File: src/rtl/reg_access_seq.sv
// reg_access_seq: sequences one decoded operation through a 16x32 register
// bank with a one-cycle registered read port and a falling-edge, active-low
// write port, handing operands to the ALU with a valid/ready style handshake.
//
// Ports:
//   clk, rst_n                 clock, asynchronous active-low reset
//   req_valid/req_ready        request handshake (ready only in IDLE)
//   req_rn/req_rm/req_rd/req_wb decoded operation fields
//   rf_a1/rf_a2, rf_rd1/rf_rd2 bank read addresses and read data
//   rf_a3/rf_wd3/rf_we3_n      bank write address, data, active-low enable
//   op_valid/op_a/op_b         operands to the ALU
//   res_valid/res_data         result from the ALU
//   done                       one-cycle completion pulse
//   busy                       high in every state except IDLE
//
// Build option: define REGSEQ_PC_WB_BLOCK_EN to suppress write-back to R15.
module reg_access_seq #(
  parameter int unsigned DW = 32,
  parameter int unsigned AW = 4
) (
  input  logic          clk,
  input  logic          rst_n,
  input  logic          req_valid,
  output logic          req_ready,
  input  logic [AW-1:0] req_rn,
  input  logic [AW-1:0] req_rm,
  input  logic [AW-1:0] req_rd,
  input  logic          req_wb,
  output logic [AW-1:0] rf_a1,
  output logic [AW-1:0] rf_a2,
  input  logic [DW-1:0] rf_rd1,
  input  logic [DW-1:0] rf_rd2,
  output logic [AW-1:0] rf_a3,
  output logic [DW-1:0] rf_wd3,
  output logic          rf_we3_n,
  output logic          op_valid,
  output logic [DW-1:0] op_a,
  output logic [DW-1:0] op_b,
  input  logic          res_valid,
  input  logic [DW-1:0] res_data,
  output logic          done,
  output logic          busy
);

  typedef enum logic [2:0] {
    S_IDLE = 3'd0,
    S_ADDR = 3'd1,
    S_CAPT = 3'd2,
    S_EXEC = 3'd3,
    S_WB   = 3'd4
  } state_t;

`ifdef REGSEQ_PC_WB_BLOCK_EN
  localparam logic [AW-1:0] PC_REG = AW'(15);
`endif

  state_t        state_q, state_d;
  logic [AW-1:0] rd_q, rd_d;
  logic          wb_q, wb_d;
  logic [AW-1:0] rf_a1_q, rf_a1_d;
  logic [AW-1:0] rf_a2_q, rf_a2_d;
  logic [AW-1:0] rf_a3_q, rf_a3_d;
  logic [DW-1:0] rf_wd3_q, rf_wd3_d;
  logic          rf_we3_n_q, rf_we3_n_d;
  logic          op_valid_q, op_valid_d;
  logic [DW-1:0] op_a_q, op_a_d;
  logic [DW-1:0] op_b_q, op_b_d;
  logic          done_q, done_d;
  logic          busy_q, busy_d;
  logic          req_ready_q, req_ready_d;
  logic          wb_take;

  // Whether the latched operation actually writes back.
`ifdef REGSEQ_PC_WB_BLOCK_EN
  assign wb_take = wb_q && (rd_q != PC_REG);
`else
  assign wb_take = wb_q;
`endif

  // Next-state and next-output logic.
  always_comb begin
    state_d     = state_q;
    rd_d        = rd_q;
    wb_d        = wb_q;
    rf_a1_d     = rf_a1_q;
    rf_a2_d     = rf_a2_q;
    rf_a3_d     = rf_a3_q;
    rf_wd3_d    = rf_wd3_q;
    rf_we3_n_d  = rf_we3_n_q;
    op_valid_d  = op_valid_q;
    op_a_d      = op_a_q;
    op_b_d      = op_b_q;
    done_d      = 1'b0;
    busy_d      = busy_q;
    req_ready_d = req_ready_q;

    unique case (state_q)
      S_IDLE: begin
        if (req_valid) begin
          rd_d        = req_rd;
          wb_d        = req_wb;
          rf_a1_d     = req_rn;
          rf_a2_d     = req_rm;
          req_ready_d = 1'b0;
          busy_d      = 1'b1;
          state_d     = S_ADDR;
        end
      end
      // Bank samples the held addresses at the closing edge.
      S_ADDR: state_d = S_CAPT;
      S_CAPT: begin
        op_a_d     = rf_rd1;
        op_b_d     = rf_rd2;
        op_valid_d = 1'b1;
        state_d    = S_EXEC;
      end
      S_EXEC: begin
        if (res_valid) begin
          op_valid_d = 1'b0;
          if (wb_take) begin
            rf_wd3_d   = res_data;
            rf_a3_d    = rd_q;
            rf_we3_n_d = 1'b0;
            state_d    = S_WB;
          end else begin
            done_d      = 1'b1;
            req_ready_d = 1'b1;
            busy_d      = 1'b0;
            state_d     = S_IDLE;
          end
        end
      end
      // Enable low for exactly this cycle; bank commits on its falling edge.
      S_WB: begin
        rf_we3_n_d  = 1'b1;
        done_d      = 1'b1;
        req_ready_d = 1'b1;
        busy_d      = 1'b0;
        state_d     = S_IDLE;
      end
      default: begin
        op_valid_d  = 1'b0;
        rf_we3_n_d  = 1'b1;
        req_ready_d = 1'b1;
        busy_d      = 1'b0;
        state_d     = S_IDLE;
      end
    endcase
  end

  // State and output registers.
  always_ff @(posedge clk or negedge rst_n) begin
    if (!rst_n) begin
      state_q     <= S_IDLE;
      rd_q        <= '0;
      wb_q        <= 1'b0;
      rf_a1_q     <= '0;
      rf_a2_q     <= '0;
      rf_a3_q     <= '0;
      rf_wd3_q    <= '0;
      rf_we3_n_q  <= 1'b1;
      op_valid_q  <= 1'b0;
      op_a_q      <= '0;
      op_b_q      <= '0;
      done_q      <= 1'b0;
      busy_q      <= 1'b0;
      req_ready_q <= 1'b1;
    end else begin
      state_q     <= state_d;
      rd_q        <= rd_d;
      wb_q        <= wb_d;
      rf_a1_q     <= rf_a1_d;
      rf_a2_q     <= rf_a2_d;
      rf_a3_q     <= rf_a3_d;
      rf_wd3_q    <= rf_wd3_d;
      rf_we3_n_q  <= rf_we3_n_d;
      op_valid_q  <= op_valid_d;
      op_a_q      <= op_a_d;
      op_b_q      <= op_b_d;
      done_q      <= done_d;
      busy_q      <= busy_d;
      req_ready_q <= req_ready_d;
    end
  end

  assign req_ready = req_ready_q;
  assign rf_a1     = rf_a1_q;
  assign rf_a2     = rf_a2_q;
  assign rf_a3     = rf_a3_q;
  assign rf_wd3    = rf_wd3_q;
  assign rf_we3_n  = rf_we3_n_q;
  assign op_valid  = op_valid_q;
  assign op_a      = op_a_q;
  assign op_b      = op_b_q;
  assign done      = done_q;
  assign busy      = busy_q;

endmodule

File: config.mk
export PLATFORM = sky130hd
export DESIGN_NAME = reg_access_seq
export DESIGN_NICKNAME = d
export VERILOG_FILES = /design/src/rtl/reg_access_seq.sv
export SDC_FILE = /design/constraint.sdc
export NUM_CORES = 1
export LEC_CHECK = 0
export CAP_MARGIN = 25
export CORE_MARGIN = 1.5
export CORE_UTILIZATION = 45
export CTS_BUF_LIST = sky130_fd_sc_hd__clkbuf_2 sky130_fd_sc_hd__clkbuf_4 sky130_fd_sc_hd__clkbuf_8
export CTS_CLUSTER_SIZE = 24
export DETAILED_ROUTE_END_ITERATION = 8
export GPL_TIMING_DRIVEN = 0
export PLACE_DENSITY = 0.83
export SLEW_MARGIN = 25
export SYNTH_ARGS = -nofsm -noshare
export SYNTH_HDL_FRONTEND = slang
export SYNTH_SLANG_ARGS = --single-unit
File: constraint.sdc
create_clock -name clk -period 2.89 [get_ports clk]
set_input_delay 0.578 -clock clk [delete_from_list [all_inputs] [get_ports clk]]
set_output_delay 0.578 -clock clk [all_outputs]
set_load 0.005 [all_outputs]
==> impl_metrics.env <==
export IMPL_outcome="finished, final reports clean"
export IMPL_period_needed_ns=2.05
export IMPL_cts_path_max_buffers=2
export IMPL_rsz0062_at_grt="no"
export IMPL_antenna_found_initial=0
export IMPL_die_area_mm2=0.0111
export IMPL_path_delay_family="flip-flops"
export IMPL_numClockSinks=121
export IMPL_n_antenna_cell=0
export IMPL_powerDensity_mw_per_mm2=1100
export IMPL_num_nets_final=629
export IMPL_routed_wl_um=10900
export IMPL_cp_slowest_stage_delay_ns=0.53
export IMPL_wl_per_cell_um=16.5
export IMPL_cp_required_ns=2.31
export IMPL_crit_slowest_cell="dfstp_2"
export IMPL_ioPinCount=226
export IMPL_avgSynthCellArea_um2=17.4
export IMPL_via_per_inst=4.75
export IMPL_gp_congestion=0.711
export IMPL_hpwl_um=8020
export IMPL_fill_cells=691
export IMPL_p_sw_mw=2.20
export IMPL_dp_cells=633
export IMPL_critical_path_buf_inv_count=1
export IMPL_hold_viol=0
export IMPL_ys_ff_latch=121
export IMPL_port_buffers=225
export IMPL_tns_ns=0
export IMPL_end_kind="primary output"
export IMPL_final_common_cell="clkdlybuf4s50_1"
export IMPL_ctsResizeCount=0
export IMPL_p_int_mw=6.10
export IMPL_ys_seq_area_frac=0.642
export IMPL_syn_to_final_growth_pct=60.5
export IMPL_finalSetupViolCount=0
export IMPL_drv_cap=0
export IMPL_grt_overflow=0
export IMPL_cts_setup_buffers=0
export IMPL_grt_pass1_vias=3387
export IMPL_start_kind="flip-flop"
export IMPL_syn_nets=384
export IMPL_drive_gt1_frac=0.312
export IMPL_synthCells=271
export IMPL_numCtsBuffers=17
export IMPL_tritoncts="yes"
export IMPL_netSwitchingFraction=0.265
export IMPL_die_w_um=105
export IMPL_cts_clk_slew_worst_paths_ns=0.07
export IMPL_crit_chain="clkdlybuf4s50_1"
export IMPL_htree_levels=4
export IMPL_fin_cells=665
export IMPL_drv_slew=0
export IMPL_cellLeakagePower_nw=3.30
export IMPL_num_vias=3160
export IMPL_critPathKind="reg -> out"
export IMPL_coreArea_mm2=0.0102
export IMPL_grt_usage=0.209
export IMPL_num_rows=37
export IMPL_grt_max_degree=65
export IMPL_cts_root_buf="clkbuf_8"
export IMPL_start_util=0.461
export IMPL_drt_iter0_drc=75
export IMPL_drtPass1Iterations=4
export IMPL_drc=0
export IMPL_finalClockSkew_ns=0.0103
export IMPL_p_clk_frac=0.181
export IMPL_final_cell_mix="224 x clkdlybuf4s50_1, 119 x dfrtp_1, 76 x mux2_2"
export IMPL_syn_area_mm2=0.00472
export IMPL_max_freq_ghz=0.488
export IMPL_tightest_slew_ns=0.537
export IMPL_min_period_over_period=0.710
export IMPL_die_h_um=105
export IMPL_multi_input_area_mm2=0.00155
export IMPL_yosysWarnings=0
export IMPL_crit_path_max_fanout=2
export IMPL_final_util=0.740
export IMPL_hold_class="in -> async"
export IMPL_slew_headroom=0.642
export IMPL_worstPathArrival_ns=1.47
export IMPL_ir_drop_mv=0.510
export IMPL_ff_latch_area_mm2=0.00303
export IMPL_synth_cell_types=26
export IMPL_holdBufCountCts=0
export IMPL_postRouteAntennaNets=0
export IMPL_p_comb_frac=0.452
export IMPL_holdWs_ns=0.112
export IMPL_power_frac_seq=0.367
export IMPL_grt_pass1_wl_um=17800
export IMPL_clkLatencyLatePin_ns=0.42
cell type report:
class | instances | area share
plain buffers | 13 | 0.0162
clock buffers | 24 | 0.0403
clock inverters | 8 | 0.0126
inverters | 3 | 0.00149
multi-input cells | 134 | 0.205
flip-flops and latches | 121 | 0.400
well taps | 136 | 0.0225
repair buffers | 226 | 0.301
power groups by stage:
stage	Combinational, mW	Clock, mW	Sequential [mW]
after floorplan	1.62	0	3.09
after global placement	3.72	0	3.02
after detailed placement	3.80	0	3.07
after CTS	3.82	1.54	3.06
after global routing	4.02	1.62	3.16
final	3.76	1.50	3.04
logic make-up after synthesis:
| family | Yosys count | share of synthesized area |
|---|---|---|
| mux | 114 | 0.301 |
| flops | 121 | 0.642 |
| compound gates | 8 | 0.0111 |
| simple gates | 12 | 0.0167 |
| buf+inv | 16 | 0.0284 |
state kept, by name, summed over array words and instances (netlist names):
signal / flops
rf_a3: 4
rf_a2: 4
wb_q: 1
op_b: 32
op_valid: 1
op_a: 32
req_ready: 1
rf_a1: 4
done: 1
rd_q: 4
rf_wd3: 32
busy: 1
state_q: 3
rf_we3_n: 1
worst paths after layout:
| check | startpoint | end | slack [ns] | cells past startpoint |
|---|---|---|---|---|
| setup / recovery | rf_we3_n | rf_we3_n | 0.84 | 1 |
| hold / removal | rst_n | op_b[13] | 0.11 | 1 |
| setup reg to reg | state_q[2] | op_a[13] | 1.22 | 4 |
| hold reg to reg | req_ready | req_ready | 0.47 | 2 |
| max in group asynchronous | rst_n | rf_we3_n | 2.04 | 2 |
| min in group clk | req_ready | req_ready | 0.47 | 2 |
synthesized netlist by cell type:
| cell type | count | area, µm² |
|---|---|---|
| buf_6 | 4 | 45.0 |
| nor3b_1 | 1 | 7.51 |
| o31ai_1 | 1 | 7.51 |
| mux2_2 | 76 | 856 |
| a21o_1 | 2 | 15.0 |
| inv_1 | 2 | 7.51 |
| buf_4 | 7 | 52.6 |
| nor2_1 | 1 | 3.75 |
| dfstp_2 | 2 | 52.6 |
| inv_2 | 1 | 3.75 |
| o21a_1 | 1 | 7.51 |
| a21oi_1 | 2 | 10.0 |
| mux2_4 | 37 | 556 |
| nor3_1 | 1 | 5.00 |
| nand2_1 | 3 | 11.3 |
| o21bai_1 | 1 | 7.51 |
| nand3_1 | 2 | 10.0 |
| o21ai_0 | 1 | 5.00 |
| nand2b_1 | 1 | 6.26 |
| mux2i_1 | 1 | 10.0 |
| and3_1 | 1 | 6.26 |
| nand3_4 | 1 | 17.5 |
| dfrtp_1 | 119 | 2980 |
| buf_12 | 1 | 20.0 |
| buf_2 | 1 | 5.00 |
| and3_4 | 1 | 11.3 |
metal layers:
metal	wire [µm]	track usage
met1	4430	0.246
met2	5390	0.345
met3	947	0.0872
met4	173	0.0753
met5	0	0
stage by stage:
step	setup slack, ns	cell area [µm²]	power [mW]
floorplan	1.38	4720	4.72
CTS	0.802	7570	8.41
detailed placement	0.722	7170	6.87
global route	0.759	7570	8.80
finish	0.839	7570	8.30
global placement	-3.27	7140	6.74
Power figures use the tool's default switching activity.
